## src/rtl/bloke2_arbiter.sv

```systemverilog
// bloke2_arbiter: time-shares one bloke2b hash core between NREQ byte-stream
// requesters, one whole message at a time. Round-robin grant, core start
// sequencing, message feed from the owner, digest pass-through with a one-hot
// destination tag, plus sticky length/timeout error flags.

// Per-requester slice: gates the requester stream onto the shared core bus
// when this lane owns the core and the arbiter is feeding.
module bloke2_arb_lane (
  input  logic       sel,
  input  logic       feed,
  input  logic [7:0] s_data,
  input  logic       s_valid,
  input  logic       s_end,
  input  logic       core_din_ready,
  output logic [7:0] sel_data,
  output logic       sel_valid,
  output logic       sel_end,
  output logic       s_ready
);
  logic act;

  assign act       = sel & feed;
  assign sel_data  = s_data & {8{act}};
  assign sel_valid = s_valid & act;
  assign sel_end   = s_end & act;
  assign s_ready   = core_din_ready & act;
endmodule

module bloke2_arbiter #(
  parameter int NREQ    = 4,
  parameter int DLEN    = 64,
  parameter int TIMEOUT = 4096
) (
  input  logic              clk,
  input  logic              rst,
  input  logic [NREQ-1:0]   req,
  input  logic [NREQ-1:0]   req_finish,
  output logic [NREQ-1:0]   grant,
  input  logic [8*NREQ-1:0] s_data,
  input  logic [NREQ-1:0]   s_valid,
  output logic [NREQ-1:0]   s_ready,
  input  logic [NREQ-1:0]   s_end,
  output logic [7:0]        m_data,
  output logic              m_valid,
  output logic              m_end,
  output logic [NREQ-1:0]   m_dest,
  output logic              core_start,
  output logic              core_finish,
  output logic [7:0]        core_din,
  output logic              core_din_valid,
  input  logic              core_din_ready,
  output logic              core_din_end,
  input  logic [7:0]        core_dout,
  input  logic              core_dout_valid,
  input  logic              core_dout_end,
  output logic              busy,
  output logic              err_len,
  output logic              err_timeout
);
  localparam int PW = (NREQ > 1) ? $clog2(NREQ) : 1;
  localparam int TW = $clog2(TIMEOUT + 1);

  typedef enum logic [1:0] {IDLE, START, FEED, DRAIN} state_t;

  state_t                      state, state_nxt;
  logic [NREQ-1:0]             grant_q;
  logic [PW-1:0]               own_q, ptr_q, ptr_nxt;
  logic                        fin_q;
  logic [7:0]                  byte_cnt;
  logic [TW-1:0]               to_cnt;
  logic                        err_len_q, err_to_q;

  logic                        win_found;
  logic [PW-1:0]               win_idx;
  logic [NREQ-1:0]             win_oh;

  logic                        feed, drain;
  logic                        din_last, dout_done, to_hit;

  logic [NREQ-1:0][7:0]        ln_data;
  logic [NREQ-1:0]             ln_valid, ln_end;

  assign feed  = (state == FEED);
  assign drain = (state == DRAIN);

  // Round-robin pick: first asserted req scanning from ptr upward, wrapping.
  always_comb begin
    win_found = 1'b0;
    win_idx   = '0;
    win_oh    = '0;
    for (int k = 0; k < NREQ; k++) begin
      for (int i = 0; i < NREQ; i++) begin
        if (!win_found && req[i] && (i == (int'(ptr_q) + k) % NREQ)) begin
          win_found = 1'b1;
          win_idx   = PW'(i);
          win_oh[i] = 1'b1;
        end
      end
    end
  end

  assign ptr_nxt = (own_q == PW'(NREQ - 1)) ? '0 : own_q + 1'b1;

  for (genvar i = 0; i < NREQ; i++) begin : g_lane
    bloke2_arb_lane u_lane (
      .sel            (grant_q[i]),
      .feed           (feed),
      .s_data         (s_data[8*i +: 8]),
      .s_valid        (s_valid[i]),
      .s_end          (s_end[i]),
      .core_din_ready (core_din_ready),
      .sel_data       (ln_data[i]),
      .sel_valid      (ln_valid[i]),
      .sel_end        (ln_end[i]),
      .s_ready        (s_ready[i])
    );
  end

  // Lanes are gated by a one-hot grant, so an OR-reduce is the owner mux.
  always_comb begin
    core_din       = '0;
    core_din_valid = 1'b0;
    core_din_end   = 1'b0;
    for (int i = 0; i < NREQ; i++) begin
      core_din       = core_din | ln_data[i];
      core_din_valid = core_din_valid | ln_valid[i];
      core_din_end   = core_din_end | ln_end[i];
    end
  end

  assign din_last  = core_din_valid & core_din_ready & core_din_end;
  assign dout_done = drain & core_dout_valid & core_dout_end;
  assign to_hit    = drain & ~core_dout_valid & (to_cnt == TW'(TIMEOUT - 1));

  // Transaction sequencing: grant, one start pulse, feed message, drain digest.
  always_comb begin
    state_nxt = state;
    case (state)
      IDLE:    if (win_found) state_nxt = START;
      START:   state_nxt = FEED;
      FEED:    if (din_last) state_nxt = DRAIN;
      DRAIN:   if (dout_done || to_hit) state_nxt = IDLE;
      default: state_nxt = IDLE;
    endcase
  end

  // State register.
  always_ff @(posedge clk or posedge rst) begin
    if (rst) state <= IDLE;
    else     state <= state_nxt;
  end

  // Ownership: latch winner and its finish flag, release and rotate on exit.
  always_ff @(posedge clk or posedge rst) begin
    if (rst) begin
      grant_q <= '0;
      own_q   <= '0;
      ptr_q   <= '0;
      fin_q   <= 1'b0;
    end else if (state == IDLE) begin
      if (win_found) begin
        grant_q <= win_oh;
        own_q   <= win_idx;
        fin_q   <= |(req_finish & win_oh);
      end
    end else if (dout_done || to_hit) begin
      grant_q <= '0;
      fin_q   <= 1'b0;
      ptr_q   <= ptr_nxt;
    end
  end

  // Digest byte count and drain watchdog; both restart with each transaction.
  always_ff @(posedge clk or posedge rst) begin
    if (rst) begin
      byte_cnt <= '0;
      to_cnt   <= '0;
    end else if (state == START) begin
      byte_cnt <= '0;
      to_cnt   <= '0;
    end else if (drain) begin
      if (core_dout_valid) begin
        byte_cnt <= byte_cnt + 8'd1;
        to_cnt   <= '0;
      end else begin
        to_cnt   <= to_cnt + 1'b1;
      end
    end
  end

  // Sticky error flags, cleared only by reset.
  always_ff @(posedge clk or posedge rst) begin
    if (rst) begin
      err_len_q <= 1'b0;
      err_to_q  <= 1'b0;
    end else begin
      if (feed && core_dout_valid) err_len_q <= 1'b1;
      if (dout_done && (({1'b0, byte_cnt} + 9'd1) != 9'(DLEN))) err_len_q <= 1'b1;
      if (to_hit) err_to_q <= 1'b1;
    end
  end

  assign grant       = grant_q;
  assign core_finish = fin_q;
  assign core_start  = (state == START);
  assign busy        = (state != IDLE);
  assign m_data      = drain ? core_dout : 8'h00;
  assign m_valid     = drain & core_dout_valid;
  assign m_end       = drain & core_dout_end;
  assign m_dest      = drain ? grant_q : '0;
  assign err_len     = err_len_q;
  assign err_timeout = err_to_q;
endmodule
```

## config.mk

```make
export PLATFORM = sky130hd
export DESIGN_NAME = bloke2_arbiter
export DESIGN_NICKNAME = d
export VERILOG_FILES = /design/src/rtl/bloke2_arbiter.sv
export SDC_FILE = /design/constraint.sdc
export NUM_CORES = 1
export LEC_CHECK = 0
export CORE_UTILIZATION = 46
export CTS_CLUSTER_SIZE = 14
export DETAILED_ROUTE_END_ITERATION = 6
export PLACE_DENSITY = 0.86
export SETUP_SLACK_MARGIN = 0.2
export SKIP_CTS_REPAIR_TIMING = 1
export SLEW_MARGIN = 20
export SYNTH_ARGS = -nofsm -noshare
export SYNTH_HDL_FRONTEND = slang
export SYNTH_SLANG_ARGS = --single-unit
```

## constraint.sdc

```tcl
create_clock -name clk -period 3.26 [get_ports clk]
set_input_delay 0.652 -clock clk [delete_from_list [all_inputs] [get_ports clk]]
set_output_delay 0.652 -clock clk [all_outputs]
set_load 0.02 [all_outputs]
```

==> flow_summary_export.csv <==
group,metric,value,unit
outcome,status,"finished, final reports clean",
cells_and_area,regArea,851,um^2
worst_setup_path,crit-reg2reg-capture,"ptr_q[1]",
global_route,gr_usage_total,0.263,
power,sequential_power_share,0.498,
floorplanning,core_area,4750,um^2
synth,synth-compound-area-share,0.245,
cts,tritoncts,"built",
synth,avg_inst_size_synth,8.48,um^2
synth,yosysWarnings,0,
floorplanning,initial_core_util,0.480,
worst_setup_path,path_class,"register to output pin",
synth,post-synth-top-count-cell,"dfrtp_1",
synth,leading_register_cell_type_out_of_synthesis,"dfrtp_1",
min_path,timing.hold.worst.start,"err_timeout",
worst_setup_path,worst_ep_arrival_time,2140,ps
cells_and_area,design_area,3350,um^2
timing,final.setup.tns,0,ps
power,pwr_density_cell,256,nW/um^2
routing,drt_first_pass_iters,5,
synth,post_synth_xor_area_fraction,0.0307,
place,detailed_placer_s_ending_hpwl,5010,um
place,gp_routability_congestion,0.877,
place,dp_worst_setup_slack,556,ps
synth,async_flop_share,1.00,
floorplanning,dieArea,5240,um^2
min_path,holdCritPathClass,"register to register",
routing,wl_per_cell,15.4,um
routing,detailroute.via_count,2338,
flow_run,maxCapViolCount,0,
timing,worstMarginPinSlew,529,ps
timing,timing_max_transition_violations_final,0,
timing,layout_min_cycle_time,2800,ps
cells_and_area,drive_gt1_frac,0.0618,
cells_and_area,nets,423,
routing,ant_nets,0,
timing,grt_setup_unrepaired,"false",
worst_setup_path,reg2reg_setup_slack,870,ps
synth,synth_cell_types,47,
worst_setup_path,cp-end-kind,"output pin",
synth,synth.yosys.seq_area_share,0.373,
synth,synthesis.area,2280,um^2
timing,final_hold_vio_count,0,
cells_and_area,flow.area_growth_from_synthesis,46.7,%
routing,drt_iter0_drcs,80,
timing,min_period_over_period,0.858,
min_path,worstHoldEndpoint,"err_timeout",
timing,finalSetupViolCount,0,
cts,clk_sink_count,34,
cts,cts-htree-levels,2,
power,worst_ir_drop_vdd,0.332,mV
synth,post_synth_mux_area_share,0.0181,
routing,drc_errors,0,
synth,yosys.area_share.adder,0.0384,
power,net-switching-power,0.000189,W
floorplanning,ios,98,
worst_setup_path,regToRegStartpoint,"to_cnt[0]",
cells_and_area,nFillCells,391,
synth,synth-seq-cells,34,
global_route,largest_net_degree_at_the_start_of_global_routing,35,
worst_setup_path,cp.required,2610,ps
power,static-leakage-power,1.33,nW
timing,max_slew_margin,0.645,
min_path,hold-path-cell-count,1,
global_route,grt_first_pass_wirelength,10500,um
worst_setup_path,cp_max_fo,12,
global_route,initial_antenna_violation_count,0,
power,power.share.clock,0.377,
synth,number_of_flops_mapped_to_enable_cells_by_yosys,0,
synth,synth_top_family_by_area,"compound AO/OA/AOI/OAI gates",
synth,synth_commonest_cells,"34 x dfrtp_1, 26 x nand2_1, 20 x a22oi_1, 20 x nor2_1, 19 x a21oi_1",
global_route,global_route.overflow_total,0,
worst_setup_path,timing.reg2reg.worst_path_depth,6,
synth,share_of_the_synthesized_area_in_the_top_cell_type,0.373,
cells_and_area,antennaDiodeCount,0,
cts,clk_path_buf_depth,2,
timing,holdWs,475,ps
global_route,first_global_vias,2250,
floorplanning,die_width,72.4,um
timing,max_freq,0.358,GHz
cts,number_of_buffers_created_by_cts,5,
synth,synthDominantAreaCellType,"dfrtp_1",
routing,routed_via_density,5.53,
power,share_comb_of_total_power,0.124,
cells_and_area,footprint_of_the_multi_input_gates,1270,um^2
power,p_sw_frac,0.221,
timing,postLayoutSetupSlackWorst,464,ps
worst_setup_path,kind_of_launch_point_of_the_worst_setup_path,"register",
synth,synthCells,269,
synth,post_synth_and_or_nand_nor_area_fraction,0.225,
place,dpl_cell_area,3250,um^2
synth,postSynthNetCount,337,
place,portBuffers,97,
floorplanning,floorplan.die.height,72.4,um
cts,root_buffer,"clkbuf_8",
timing,timing.clock.skew,4.89,ps
routing,postRouteWirelength,6520,um
cts,clk-insertion-delay-late,290,ps
cts,clkSlewWorstSetupHoldPaths,70,ps
power,cellInternalPower,0.000668,W
floorplanning,std_cell_rows,25,
synth,post_synth_main_area_contributors,"dfrtp_1 37%, a22oi_1 6.6%, nand2_1 4.3%",
==> power groups by stage <==
stage	Clock, W	Sequential [W]	Combinational (W)
after CTS	0.000335	0.000427	0.000108
final	0.000323	0.000427	0.000107
after global routing	0.000354	0.000427	0.000115
after floorplan	0	0.000436	0.0000188
after detailed placement	0	0.000435	0.000107
after global placement	0	0.000435	0.000106
==> worst max-delay path by stage <==
stage	start	to	cells past startpoint
finish	state[0]	core_din[4]	5
global route	state[0]	core_din[4]	5
CTS	state[0]	core_din[4]	5
detailed placement	s_data[4]	core_din[4]	4
global placement	s_data[4]	core_din[4]	4
floorplan	to_cnt[0]	ptr_q[0]	6
==> area by class of cell <==
| type | instances | area share |
|---|---|---|
| Multi-Input combinational cell | 201 | 0.380 |
| Sequential cell | 34 | 0.254 |
| Tap cell | 67 | 0.0250 |
| Clock buffer | 6 | 0.0247 |
| Timing Repair Buffer | 101 | 0.299 |
| Inverter | 12 | 0.0135 |
| Clock inverter | 2 | 0.00374 |
==> state kept, by name (all words and copies together) (netlist names) <==
| register | cells |
|---|---|
| byte_cnt | 8 |
| err_timeout | 1 |
| state | 2 |
| core_finish | 1 |
| err_len | 1 |
| ptr_q | 2 |
| own_q | 2 |
| to_cnt | 13 |
| grant | 4 |
==> stage by stage <==
stage | util | total power (W) | instances
floorplan | - | 0.000455 | 269
global route | 0.704 | 0.000896 | 423
detailed placement | 0.684 | 0.000542 | 415
CTS | 0.704 | 0.000869 | 423
global placement | 0.684 | 0.000540 | 415
finish | 0.704 | 0.000857 | 423
==> worst max-delay path, cell delays in order, from the launching register on <==
cell	delay [ps]
dfrtp_1	410
inv_1	110
ha_1	280
inv_1	220
a21oi_1	180
clkdlybuf4s50_1	650
==> layout by cell type, fill, tap and decap left out, types with 11 or more instances in the layout <==
cell type / n
a21oi_1: 19
a22oi_1: 20
and2_1: 13
clkdlybuf4s50_1: 97
dfrtp_1: 34
inv_1: 11
nand2_1: 26
nor2_1: 20
o21ai_0: 13
==> routing by layer <==
layer / global-route usage / vias up / share of wire
met5: 0 / - / 0
met4: 0.0719 / 0 / 0.017
met3: 0.0972 / 11 / 0.087
met2: 0.448 / 93 / 0.48
met1: 0.313 / 1102 / 0.41
li1: - / 1132 / -
==> cell families after synthesis <==
logic type	after synthesis
flip-flops	34
AO/OA/AOI/OAI	83
buffers and inverters	34
multiplexers	3
AND/OR/NAND/NOR	100
adder cells (fa/ha/maj)	7
XOR/XNOR	8
Note: power is estimated with default switching activity, not from simulation.
==> patch, RTL diff (same settings) <==
Register the output `err_timeout` once more, cleared by the reset; this adds one clock of latency there. The other outputs are not delayed to match.
--- a/src/rtl/bloke2_arbiter.sv
+++ b/src/rtl/bloke2_arbiter.sv
@@ -209,5 +209,11 @@
   assign m_end       = drain & core_dout_end;
   assign m_dest      = drain ? grant_q : '0;
   assign err_len     = err_len_q;
-  assign err_timeout = err_to_q;
+  always_ff @(posedge clk or posedge rst) begin
+    if (rst) begin
+      err_timeout <= '0;
+    end else begin
+      err_timeout <= err_to_q;
+    end
+  end
 endmodule
Function: not settled (the Yosys comparison gave no result); the edit may change what the design does.
==> patch against the unedited design <==
- area after synthesis up 2.1%
- wire length is 3.3% lower
- critical endpoint is now m_valid
- worst hold slack got worse by 0.082 ns
- worst setup slack worse by 0.027 ns
- design area is 1.5% higher
- sequential cell count rose by 1
Power is not compared: it rests on default switching activity, and its combinational part moved more than twofold at a synthesized area within 25%.
==> patch: results (changes against the unedited design) <==
status=complete, no violations; post-synthesis sequential area ratio=37.59% (+0.29 points); grt met3 use=6.354% (-3.4 points); Primary FF master, synth=dfrtp_1; main area contributors after synthesis=dfrtp_1 38%, a22oi_1 6.4%, o21ai_0 5.6%; largest net degree at the start of global routing=36 (+2.9%); maximum VDD drop=approximately 370 uV; Synth Net Count=341 (+1.2%); post-DP HPWL=4616 um (-7.9%); H-tree level count=2 (unchanged); GP Congestion=0.8948 (+2.1%); Syn. warnings=0 (unchanged); antenna violations before repair=0 (unchanged); layout cell share with drive strength beyond 1=6.162% (-0.017 points); initial drt markers=147 (+84%); Total Routing Usage GR=23.64% (-2.7 points); Placed Area=3283 sq um (+0.96%); total iterations of the first detailed-routing run=4 (-1); Post-synth top cells=35 x dfrtp_1, 26 x o21ai_0, 24 x nand2_1; multi-input logic area=1299 sq um (+2.2%); crit-path max FO=6 (-6); grt met1 use=28.40% (-2.9 points); first-pass GRT wire length=9653 um (-7.7%); Clock Skew=0.007809 ns (+0.002916 ns); Hold Vio Cnt, Final=0 (unchanged); Num CTS Buffers=5 (unchanged); Synth Area per Inst=8.534 sq um (+0.64%); drt total wl=6299 um (-3.3%); vias in the first global route=2,032 (-9.7%); placed insts=416 (+0.24%); met2 Usage GRT=41.15% (-3.6 points); Top reg by flops=to_cnt; Netlist cell types=46 (-2.1%); max reg flops=13 (unchanged); Filler Cell Count=373 (-4.6%); Routed WL per cell=14.86 um (-3.5%); vias per cell=5.604 (+1.4%); Slew @ Worst Pin=0.7669 ns (+0.2377 ns)
[patch: area by class of cell]
cell class / count / area share [%]
multi-input combinational: 205 / 38.22
tap: 67 / 2.467
inverter: 9 / 0.9941
clock buffer: 5 / 2.025
timing repair buffer: 100 / 29.23
sequential: 35 / 25.77
clock inverter: 3 / 1.289
[patch: power by group through the flow]
stage	combinational (mW)	sequential (mW)	clock, mW
after global placement	1.11	0.667	0
after floorplan	0.783	0.593	0
after global routing	1.25	0.684	0.417
after detailed placement	1.14	0.674	0
final	1.14	0.664	0.393
after CTS	1.14	0.664	0.402
[patch: logic make-up after synthesis]
group,Yosys count,share of synthesized area (%)
simple gates,100,23.15
compound gates,88,24.65
flops,35,37.59
buf+inv,33,6.767
xor+xnor,7,2.632
fa+ha+maj,7,3.759
mux,3,1.450
[patch: worst paths after layout]
kind                       slack (ns)  depth (start not counted)       startpoint           to
hold reg to reg                  0.39                          0         err_to_q  err_timeout
min in group asynchronous        0.76                          3              rst  byte_cnt[2]
setup / recovery                 0.44                          4  core_dout_valid      m_valid
hold / removal                   0.39                          0         err_to_q  err_timeout
max in group asynchronous        2.19                          3              rst     state[1]
setup reg to reg                 1.15                          6         state[0]     ptr_q[0]
[patch: worst max-delay path, cell delays in order]
cell and delay, ns:
clkdlybuf4s50_1 0.54, nand2_1 0.14, inv_1 0.19, clkdlybuf4s50_1 0.64
[patch: per-stage QoR]
step / worst slack, ns / power, mW
6_report: 0.4370 / 2.199
5_1_grt: 0.3236 / 2.351
4_1_cts: 0.3139 / 2.208
3_5_place_dp: 0.4500 / 1.815
3_3_place_gp: 0.4783 / 1.776
2_1_floorplan: 1.109 / 1.376
[patch: routing by layer]
| metal | wire, um | vias to the layer above |
|---|---|---|
| met1 | 2530 | 1117 |
| met4 | 81 | 0 |
| met3 | 543 | 8 |
| li1 | - | 1155 |
| met2 | 3143 | 96 |
| met5 | 0 | - |
